$ cat src/rtl/fmul_share_arbiter_if.sv
// Handshake bundle between the requesters, the shared arbiter and the float64_mul core.
interface fmul_share_arbiter_if #(
  parameter int NUM_REQ = 4,
  parameter int DW      = 64
);
  logic [NUM_REQ-1:0]    req_valid;
  logic [NUM_REQ*DW-1:0] req_a;
  logic [NUM_REQ*DW-1:0] req_b;
  logic [NUM_REQ-1:0]    req_ready;
  logic [NUM_REQ-1:0]    resp_valid;
  logic [NUM_REQ-1:0]    resp_ready;
  logic [DW-1:0]         resp_data;
  logic                  core_ap_start;
  logic                  core_ap_ready;
  logic                  core_ap_done;
  logic [DW-1:0]         core_a;
  logic [DW-1:0]         core_b;
  logic [DW-1:0]         core_ap_return;

  // Arbiter side
  modport slave (
    input  req_valid, req_a, req_b, resp_ready,
    input  core_ap_ready, core_ap_done, core_ap_return,
    output req_ready, resp_valid, resp_data,
    output core_ap_start, core_a, core_b
  );

  // Requester / core side
  modport master (
    output req_valid, req_a, req_b, resp_ready,
    output core_ap_ready, core_ap_done, core_ap_return,
    input  req_ready, resp_valid, resp_data,
    input  core_ap_start, core_a, core_b
  );
endinterface

$ cat src/rtl/fmul_share_arbiter.sv
// Round-robin arbiter/sequencer sharing one float64_mul core among NUM_REQ requesters.
module fmul_share_arbiter #(
  parameter int NUM_REQ   = 4,
  parameter int REQ_IDX_W = 2,
  parameter int DW        = 64
) (
  input  logic                 ap_clk,
  input  logic                 ap_rst_n,
  fmul_share_arbiter_if.slave  bus,
  output logic                 busy,
  output logic [REQ_IDX_W-1:0] grant_id,
  output logic [31:0]          op_count
);

  localparam logic [REQ_IDX_W-1:0] LAST_IDX = REQ_IDX_W'(NUM_REQ - 1);
  localparam logic [REQ_IDX_W:0]   NR_EXT   = (REQ_IDX_W+1)'(NUM_REQ);

  typedef enum logic [1:0] {S_IDLE, S_ISSUE, S_WAIT, S_RESP} state_t;

  state_t               r_state;
  logic [REQ_IDX_W-1:0] r_rr_ptr;
  logic [REQ_IDX_W-1:0] r_grant;
  logic                 r_start;
  logic                 r_busy;
  logic [NUM_REQ-1:0]   r_resp_valid;
  logic [DW-1:0]        r_resp_data;
  logic [DW-1:0]        r_core_a;
  logic [DW-1:0]        r_core_b;
  logic [31:0]          r_op_count;

  logic [DW-1:0]        w_a_arr [NUM_REQ];
  logic [DW-1:0]        w_b_arr [NUM_REQ];
  logic                 w_any;
  logic [REQ_IDX_W-1:0] w_sel;
  logic [REQ_IDX_W:0]   w_sum;
  logic [REQ_IDX_W-1:0] w_cand;
  logic [NUM_REQ-1:0]   w_sel_oh;
  logic [NUM_REQ-1:0]   w_grant_oh;
  logic                 w_owner_ready;
  logic [REQ_IDX_W-1:0] w_next_ptr;

  // Unpack the flat operand buses so they can be indexed by requester number
  for (genvar k = 0; k < NUM_REQ; k++) begin : g_unpack
    assign w_a_arr[k] = bus.req_a[k*DW +: DW];
    assign w_b_arr[k] = bus.req_b[k*DW +: DW];
  end

  // First requesting index scanning upward from rr_ptr with wrap to 0
  always_comb begin
    w_any  = 1'b0;
    w_sel  = '0;
    w_sum  = '0;
    w_cand = '0;
    for (int unsigned i = 0; i < NUM_REQ; i++) begin
      // sum is one bit wider so the wrap also works for non-power-of-two NUM_REQ
      w_sum = {1'b0, r_rr_ptr} + (REQ_IDX_W+1)'(i);
      if (w_sum >= NR_EXT) w_sum = w_sum - NR_EXT;
      w_cand = w_sum[REQ_IDX_W-1:0];
      if (!w_any && bus.req_valid[w_cand]) begin
        w_any = 1'b1;
        w_sel = w_cand;
      end
    end
  end

  // One-hot decodes of the selected candidate and of the current owner
  always_comb begin
    w_sel_oh          = '0;
    w_sel_oh[w_sel]   = w_any;
    w_grant_oh        = '0;
    w_grant_oh[r_grant] = 1'b1;
  end

  assign w_owner_ready = bus.resp_ready[r_grant];
  assign w_next_ptr    = (r_grant == LAST_IDX) ? '0 : r_grant + 1'b1;

  // Accept pulse is combinational so the handshake completes in the IDLE cycle
  assign bus.req_ready     = (ap_rst_n && (r_state == S_IDLE)) ? w_sel_oh : '0;
  assign bus.resp_valid    = r_resp_valid;
  assign bus.resp_data     = r_resp_data;
  assign bus.core_ap_start = r_start;
  assign bus.core_a        = r_core_a;
  assign bus.core_b        = r_core_b;
  assign busy              = r_busy;
  assign grant_id          = r_grant;
  assign op_count          = r_op_count;

  // Sequencer: accept, drive core handshake, capture result, return it to the owner
  always_ff @(posedge ap_clk) begin
    if (!ap_rst_n) begin
      r_state      <= S_IDLE;
      r_rr_ptr     <= '0;
      r_grant      <= '0;
      r_start      <= 1'b0;
      r_busy       <= 1'b0;
      r_resp_valid <= '0;
      r_resp_data  <= '0;
      r_core_a     <= '0;
      r_core_b     <= '0;
      r_op_count   <= '0;
    end else begin
      case (r_state)
        S_IDLE: begin
          if (w_any) begin
            r_grant  <= w_sel;
            r_core_a <= w_a_arr[w_sel];
            r_core_b <= w_b_arr[w_sel];
            r_start  <= 1'b1;
            r_busy   <= 1'b1;
            r_state  <= S_ISSUE;
          end
        end
        S_ISSUE: begin
          if (bus.core_ap_ready) begin
            r_start <= 1'b0;
            if (bus.core_ap_done) begin
              r_resp_data  <= bus.core_ap_return;
              r_resp_valid <= w_grant_oh;
              r_state      <= S_RESP;
            end else begin
              r_state <= S_WAIT;
            end
          end
        end
        S_WAIT: begin
          if (bus.core_ap_done) begin
            r_resp_data  <= bus.core_ap_return;
            r_resp_valid <= w_grant_oh;
            r_state      <= S_RESP;
          end
        end
        S_RESP: begin
          if (w_owner_ready) begin
            r_resp_valid <= '0;
            r_op_count   <= r_op_count + 32'd1;
            r_rr_ptr     <= w_next_ptr;
            r_busy       <= 1'b0;
            r_state      <= S_IDLE;
          end
        end
        default: r_state <= S_IDLE;
      endcase
    end
  end

endmodule

$ cat src/flat_wrapper.sv
// flat-port wrapper written by rule: the top's interface ports become plain ports
module fmul_share_arbiter_flat 
#(
  parameter int NUM_REQ   = 4,
  parameter int REQ_IDX_W = 2,
  parameter int DW        = 64
)
  (ap_clk, ap_rst_n, busy, grant_id, op_count, bus_req_valid, bus_req_a, bus_req_b, bus_resp_ready, bus_core_ap_ready, bus_core_ap_done, bus_core_ap_return, bus_req_ready, bus_resp_valid, bus_resp_data, bus_core_ap_start, bus_core_a, bus_core_b);
  fmul_share_arbiter_if #(.NUM_REQ(NUM_REQ), .DW(DW)) bus_i ();
  input  logic ap_clk;
  input  logic ap_rst_n;
  output logic busy;
  output logic [REQ_IDX_W-1:0] grant_id;
  output logic [31:0] op_count;
  input wire logic [$bits(bus_i.req_valid)-1:0] bus_req_valid;
  input wire logic [$bits(bus_i.req_a)-1:0] bus_req_a;
  input wire logic [$bits(bus_i.req_b)-1:0] bus_req_b;
  input wire logic [$bits(bus_i.resp_ready)-1:0] bus_resp_ready;
  input wire logic [$bits(bus_i.core_ap_ready)-1:0] bus_core_ap_ready;
  input wire logic [$bits(bus_i.core_ap_done)-1:0] bus_core_ap_done;
  input wire logic [$bits(bus_i.core_ap_return)-1:0] bus_core_ap_return;
  output wire logic [$bits(bus_i.req_ready)-1:0] bus_req_ready;
  output wire logic [$bits(bus_i.resp_valid)-1:0] bus_resp_valid;
  output wire logic [$bits(bus_i.resp_data)-1:0] bus_resp_data;
  output wire logic [$bits(bus_i.core_ap_start)-1:0] bus_core_ap_start;
  output wire logic [$bits(bus_i.core_a)-1:0] bus_core_a;
  output wire logic [$bits(bus_i.core_b)-1:0] bus_core_b;
  assign bus_i.req_valid = bus_req_valid;
  assign bus_i.req_a = bus_req_a;
  assign bus_i.req_b = bus_req_b;
  assign bus_i.resp_ready = bus_resp_ready;
  assign bus_i.core_ap_ready = bus_core_ap_ready;
  assign bus_i.core_ap_done = bus_core_ap_done;
  assign bus_i.core_ap_return = bus_core_ap_return;
  assign bus_req_ready = bus_i.req_ready;
  assign bus_resp_valid = bus_i.resp_valid;
  assign bus_resp_data = bus_i.resp_data;
  assign bus_core_ap_start = bus_i.core_ap_start;
  assign bus_core_a = bus_i.core_a;
  assign bus_core_b = bus_i.core_b;
  fmul_share_arbiter #(.NUM_REQ(NUM_REQ), .REQ_IDX_W(REQ_IDX_W), .DW(DW)) u_core (.ap_clk(ap_clk), .ap_rst_n(ap_rst_n), .bus(bus_i), .busy(busy), .grant_id(grant_id), .op_count(op_count));
endmodule
$ cat config.mk
export PLATFORM = sky130hd
export DESIGN_NAME = fmul_share_arbiter_flat
export DESIGN_NICKNAME = d
export VERILOG_FILES = /design/src/rtl/fmul_share_arbiter_if.sv /design/src/rtl/fmul_share_arbiter.sv /design/src/flat_wrapper.sv
export SDC_FILE = /design/constraint.sdc
export NUM_CORES = 1
export LEC_CHECK = 0
export ABC_CLOCK_PERIOD_IN_PS = 4200
export CELL_PAD_IN_SITES_DETAIL_PLACEMENT = 1
export CELL_PAD_IN_SITES_GLOBAL_PLACEMENT = 2
export CORE_AREA = 2 2 322 324
export DETAILED_ROUTE_END_ITERATION = 7
export DIE_AREA = 0 0 324 326
export GPL_ROUTABILITY_DRIVEN = 0
export HOLD_SLACK_MARGIN = 0.15
export PLACE_DENSITY_LB_ADDON = 0.1
export SYNTH_ARGS = -nofsm -noshare
export SYNTH_HDL_FRONTEND = slang
export SYNTH_SLANG_ARGS = --single-unit
$ cat constraint.sdc
create_clock -name ap_clk -period 4.2 [get_ports ap_clk]
set_input_delay 0.42 -clock ap_clk [delete_from_list [all_inputs] [get_ports ap_clk]]
set_output_delay 0.42 -clock ap_clk [all_outputs]
set_load 0.05 [all_outputs]
==> results.sh <==
export IMPL_fin_crit_sh_pct=80.9
export IMPL_grt_pass1_vias=14800
export IMPL_hp_class="primary input to flop"
export IMPL_reg2reg_to="u_core.bus.core_b[34]"
export IMPL_detailedPlace_worstSlack_ns=0.900
export IMPL_r2r_start="u_core.r_state[0]"
export IMPL_synth_seq_cells=236
export IMPL_hold_viol_final=0
export IMPL_postCtsSetupBuffers=0
export IMPL_critPathRequiredTime_ns=3.78
export IMPL_fin_crit_ns=3.40
export IMPL_syn_num_nets=1902
export IMPL_num_io_pins=824
export IMPL_critPathArrivalTime_ns=2.98
export IMPL_setup_violations=0
export IMPL_critPathMaxStageDelay_ns=0.83
export IMPL_ir_worst_vdd_v=0.000348
export IMPL_p_leak_nw=7.28
export IMPL_grt_pass1_wl_microns=117000
export IMPL_crit_family="buffers and inverters"
export IMPL_cp_cell_sequence="inv_1 > a21oi_1 > o221a_4 > and3_1 > clkdlybuf4s50_1"
export IMPL_synth_top_cells_by_area="dfxtp_1 (44%), a222oi_1 (12%), nand2_1 (9.9%)"
export IMPL_cp_max_fo=12
export IMPL_antenna_left=0
export IMPL_hold_end="u_core.bus.resp_data[50]"
export IMPL_critPathKind="flop to output port"
export IMPL_syn_avg_cell_area_sq_um=8.22
export IMPL_start_util_pct=10.4
export IMPL_endpoint_kind="output port"
export IMPL_clkSlewWorstSetupHoldPaths_ns=0.06
export IMPL_cp_slowest_cell="clkdlybuf4s50_1"
export IMPL_core_area_sq_um=103000
export IMPL_drc=0
export IMPL_cts_resized=0
export IMPL_via_per_inst=4.02
export IMPL_cts_buffers=38
export IMPL_multi_input_area_sq_um=5470
export IMPL_slew_violations=0
export IMPL_ys_flop_type="dfxtp_1"
export IMPL_port_buffers=823
export IMPL_first_iter_violations=1048
export IMPL_whs_ns=0.402
export IMPL_num_vias=14000
export IMPL_min_from="bus_core_ap_return[50]"
export IMPL_seqCellArea_sq_um=4720
export IMPL_hpwl_microns=64000
export IMPL_hold_depth=3
export IMPL_stdcell_area_sq_um=21600
export IMPL_fill_cells=11900
export IMPL_total_power_w=0.0120
export IMPL_p_per_area_nw_per_um2=555
export IMPL_die_area_sq_um=106000
export IMPL_yosysWarningCount=0
export IMPL_synth_edf_count=0
export IMPL_r2r_slack_ns=1.40
export IMPL_root_buffer="clkbuf_16"
export IMPL_die_h_microns=326
export IMPL_r2r_cells=7
export IMPL_htree_levels=2
export IMPL_place_area_sq_um=20400
export IMPL_routed_wl_microns=85500
export IMPL_ys_seq_area_share_pct=44.1
export IMPL_outcome="completed"
export IMPL_worstMarginPinSlew_ns=1.05
export IMPL_rsz0062_at_grt="no"
export IMPL_clk_path_buf_depth=3
export IMPL_ctsHoldBuffers=0
export IMPL_critPathLaunchType="flop"
export IMPL_netlist_instances=1304
export IMPL_dr_pass1_iters=7
export IMPL_syn_area_sq_um=10700
export IMPL_async_flop_share_pct=0
export IMPL_fin_ws_ns=0.804
export IMPL_tns_ns=0
export IMPL_synth_top_area_share_pct=44.1
export IMPL_cp_num_buf_inv=2
export IMPL_fin_nets=2648
export IMPL_drive_gt1_share_pct=4.24
export IMPL_clkSinkCount=236
export IMPL_yosys_area_top_type="dfxtp_1"
export IMPL_grt_max_degree=178
export IMPL_antenna_found_initial=46
export IMPL_grt_ovfl_total=0
export IMPL_skew_ns=0.0198
export IMPL_drv_cap=0
export IMPL_avgRoutedWirePerCell_microns=24.7
export IMPL_areaGrowthSynthToFinish_pct=102
export IMPL_gr_usage_all_layers_pct=15.5
export IMPL_cts_tree="done"
export IMPL_die_w_microns=324
export IMPL_placementRows=118
export IMPL_fmax_mhz=294
export IMPL_insertion_delay_ns=0.58
export IMPL_max_slew_margin_pct=30.0
export IMPL_ys_types=44
-- report_power, final --
group	switching, W	internal [W]
registers	0.000300	0.00281
clock network	0.00129	0.00186
logic	0.00383	0.00191
total	0.00541	0.00659
-- cell type report --
class	instances	share of cell area, %
multi-input combinational	921	25.3
inverter	13	0.232
clock inverter	5	0.145
tap	1380	7.99
antenna	10	0.116
timing repair buffer	840	39.0
clock buffer	62	5.33
sequential	236	21.9
-- logic make-up (layout without fill, tap and decap cells) --
family	after synthesis	count (layout)	share of synthesized area (%)
and+or+nand+nor	392	392	15.8
xor gates and xnor gates	27	27	2.21
DFF	236	236	44.1
buffers and inverters	147	920	5.45
muxes	1	1	0.210
AOI/OAI and AO/OA	491	491	31.1
adders and majority gates	10	10	1.17
other	0	10	0
-- metrics by stage --
step                      cells  util, %
final                      3467     21.1
after global routing       3462     21.1
after CTS                  3457     21.0
after detailed placement   3390     19.9
after global placement     3390     19.9
after floorplan            1304        -
-- worst register-to-register path, delay by kind of cell (launching register included) --
family	cells	cell delay, ns
AO/OA/AOI/OAI	2	0.59
adder cells (fa/ha/maj)	1	0.36
buffers and inverters	3	1.06
flip-flops	1	0.33
AND/OR/NAND/NOR	1	0.39
-- cells in the final DEF, fill, tap and decap left out, drive strengths merged, types with 6 or more instances in the layout --
master           n
o21ai          139
a31oi          129
xnor2           20
clkdlybuf4s50  822
clkbuf          62
nor3            11
buf             18
nand2          284
nand3           11
nor4             9
inv             13
a222oi         128
nand4            7
diode           10
xor2             7
a21oi           77
ha              10
dfxtp          236
a22oi            6
nor2            40
-- flip-flops by register name (all words and copies together), names as in the netlist, 2 cells and up --
name                   cells
u_core.grant_id            2
u_core.op_count           32
u_core.r_state             2
u_core.bus.resp_valid      4
u_core.bus.core_a         64
u_core.r_rr_ptr            2
u_core.bus.core_b         64
u_core.bus.resp_data      64
-- synth_stat cells, types with 5 or more instances --
library cell	instances
o21ai_0	126
ha_1	10
o21ai_1	13
nor2b_1	5
and3_1	5
a22oi_1	6
and4_1	5
a222oi_1	128
dfxtp_1	236
xor2_1	7
inv_1	12
and2_1	5
nand3_1	11
xnor2_1	20
nand4_1	6
buf_2	18
a31oi_1	129
nor3_1	11
clkbuf_1	105
nor2_1	40
buf_1	8
or3_1	5
a21oi_1	77
nand2_1	284
-- how the worst max path moves through the flow --
stage                                   from  depth (start not counted)          endpoint
after floorplan             bus_req_valid[2]                          7  bus_req_ready[0]
after global placement      bus_req_valid[0]                          6  bus_req_ready[2]
after detailed placement    bus_req_valid[3]                          5  bus_req_ready[1]
after CTS                 u_core.r_rr_ptr[1]                          5  bus_req_ready[3]
after global routing      u_core.r_rr_ptr[1]                          5  bus_req_ready[3]
final                     u_core.r_rr_ptr[1]                          5  bus_req_ready[3]
-- metal layers --
layer	part of all wire [%]	global-route usage, %
met4	2.3	3.58
met2	53	29.2
met3	9.7	6.74
met1	35	15.6
met5	0.22	0
(Power assumes the default switching activity.)
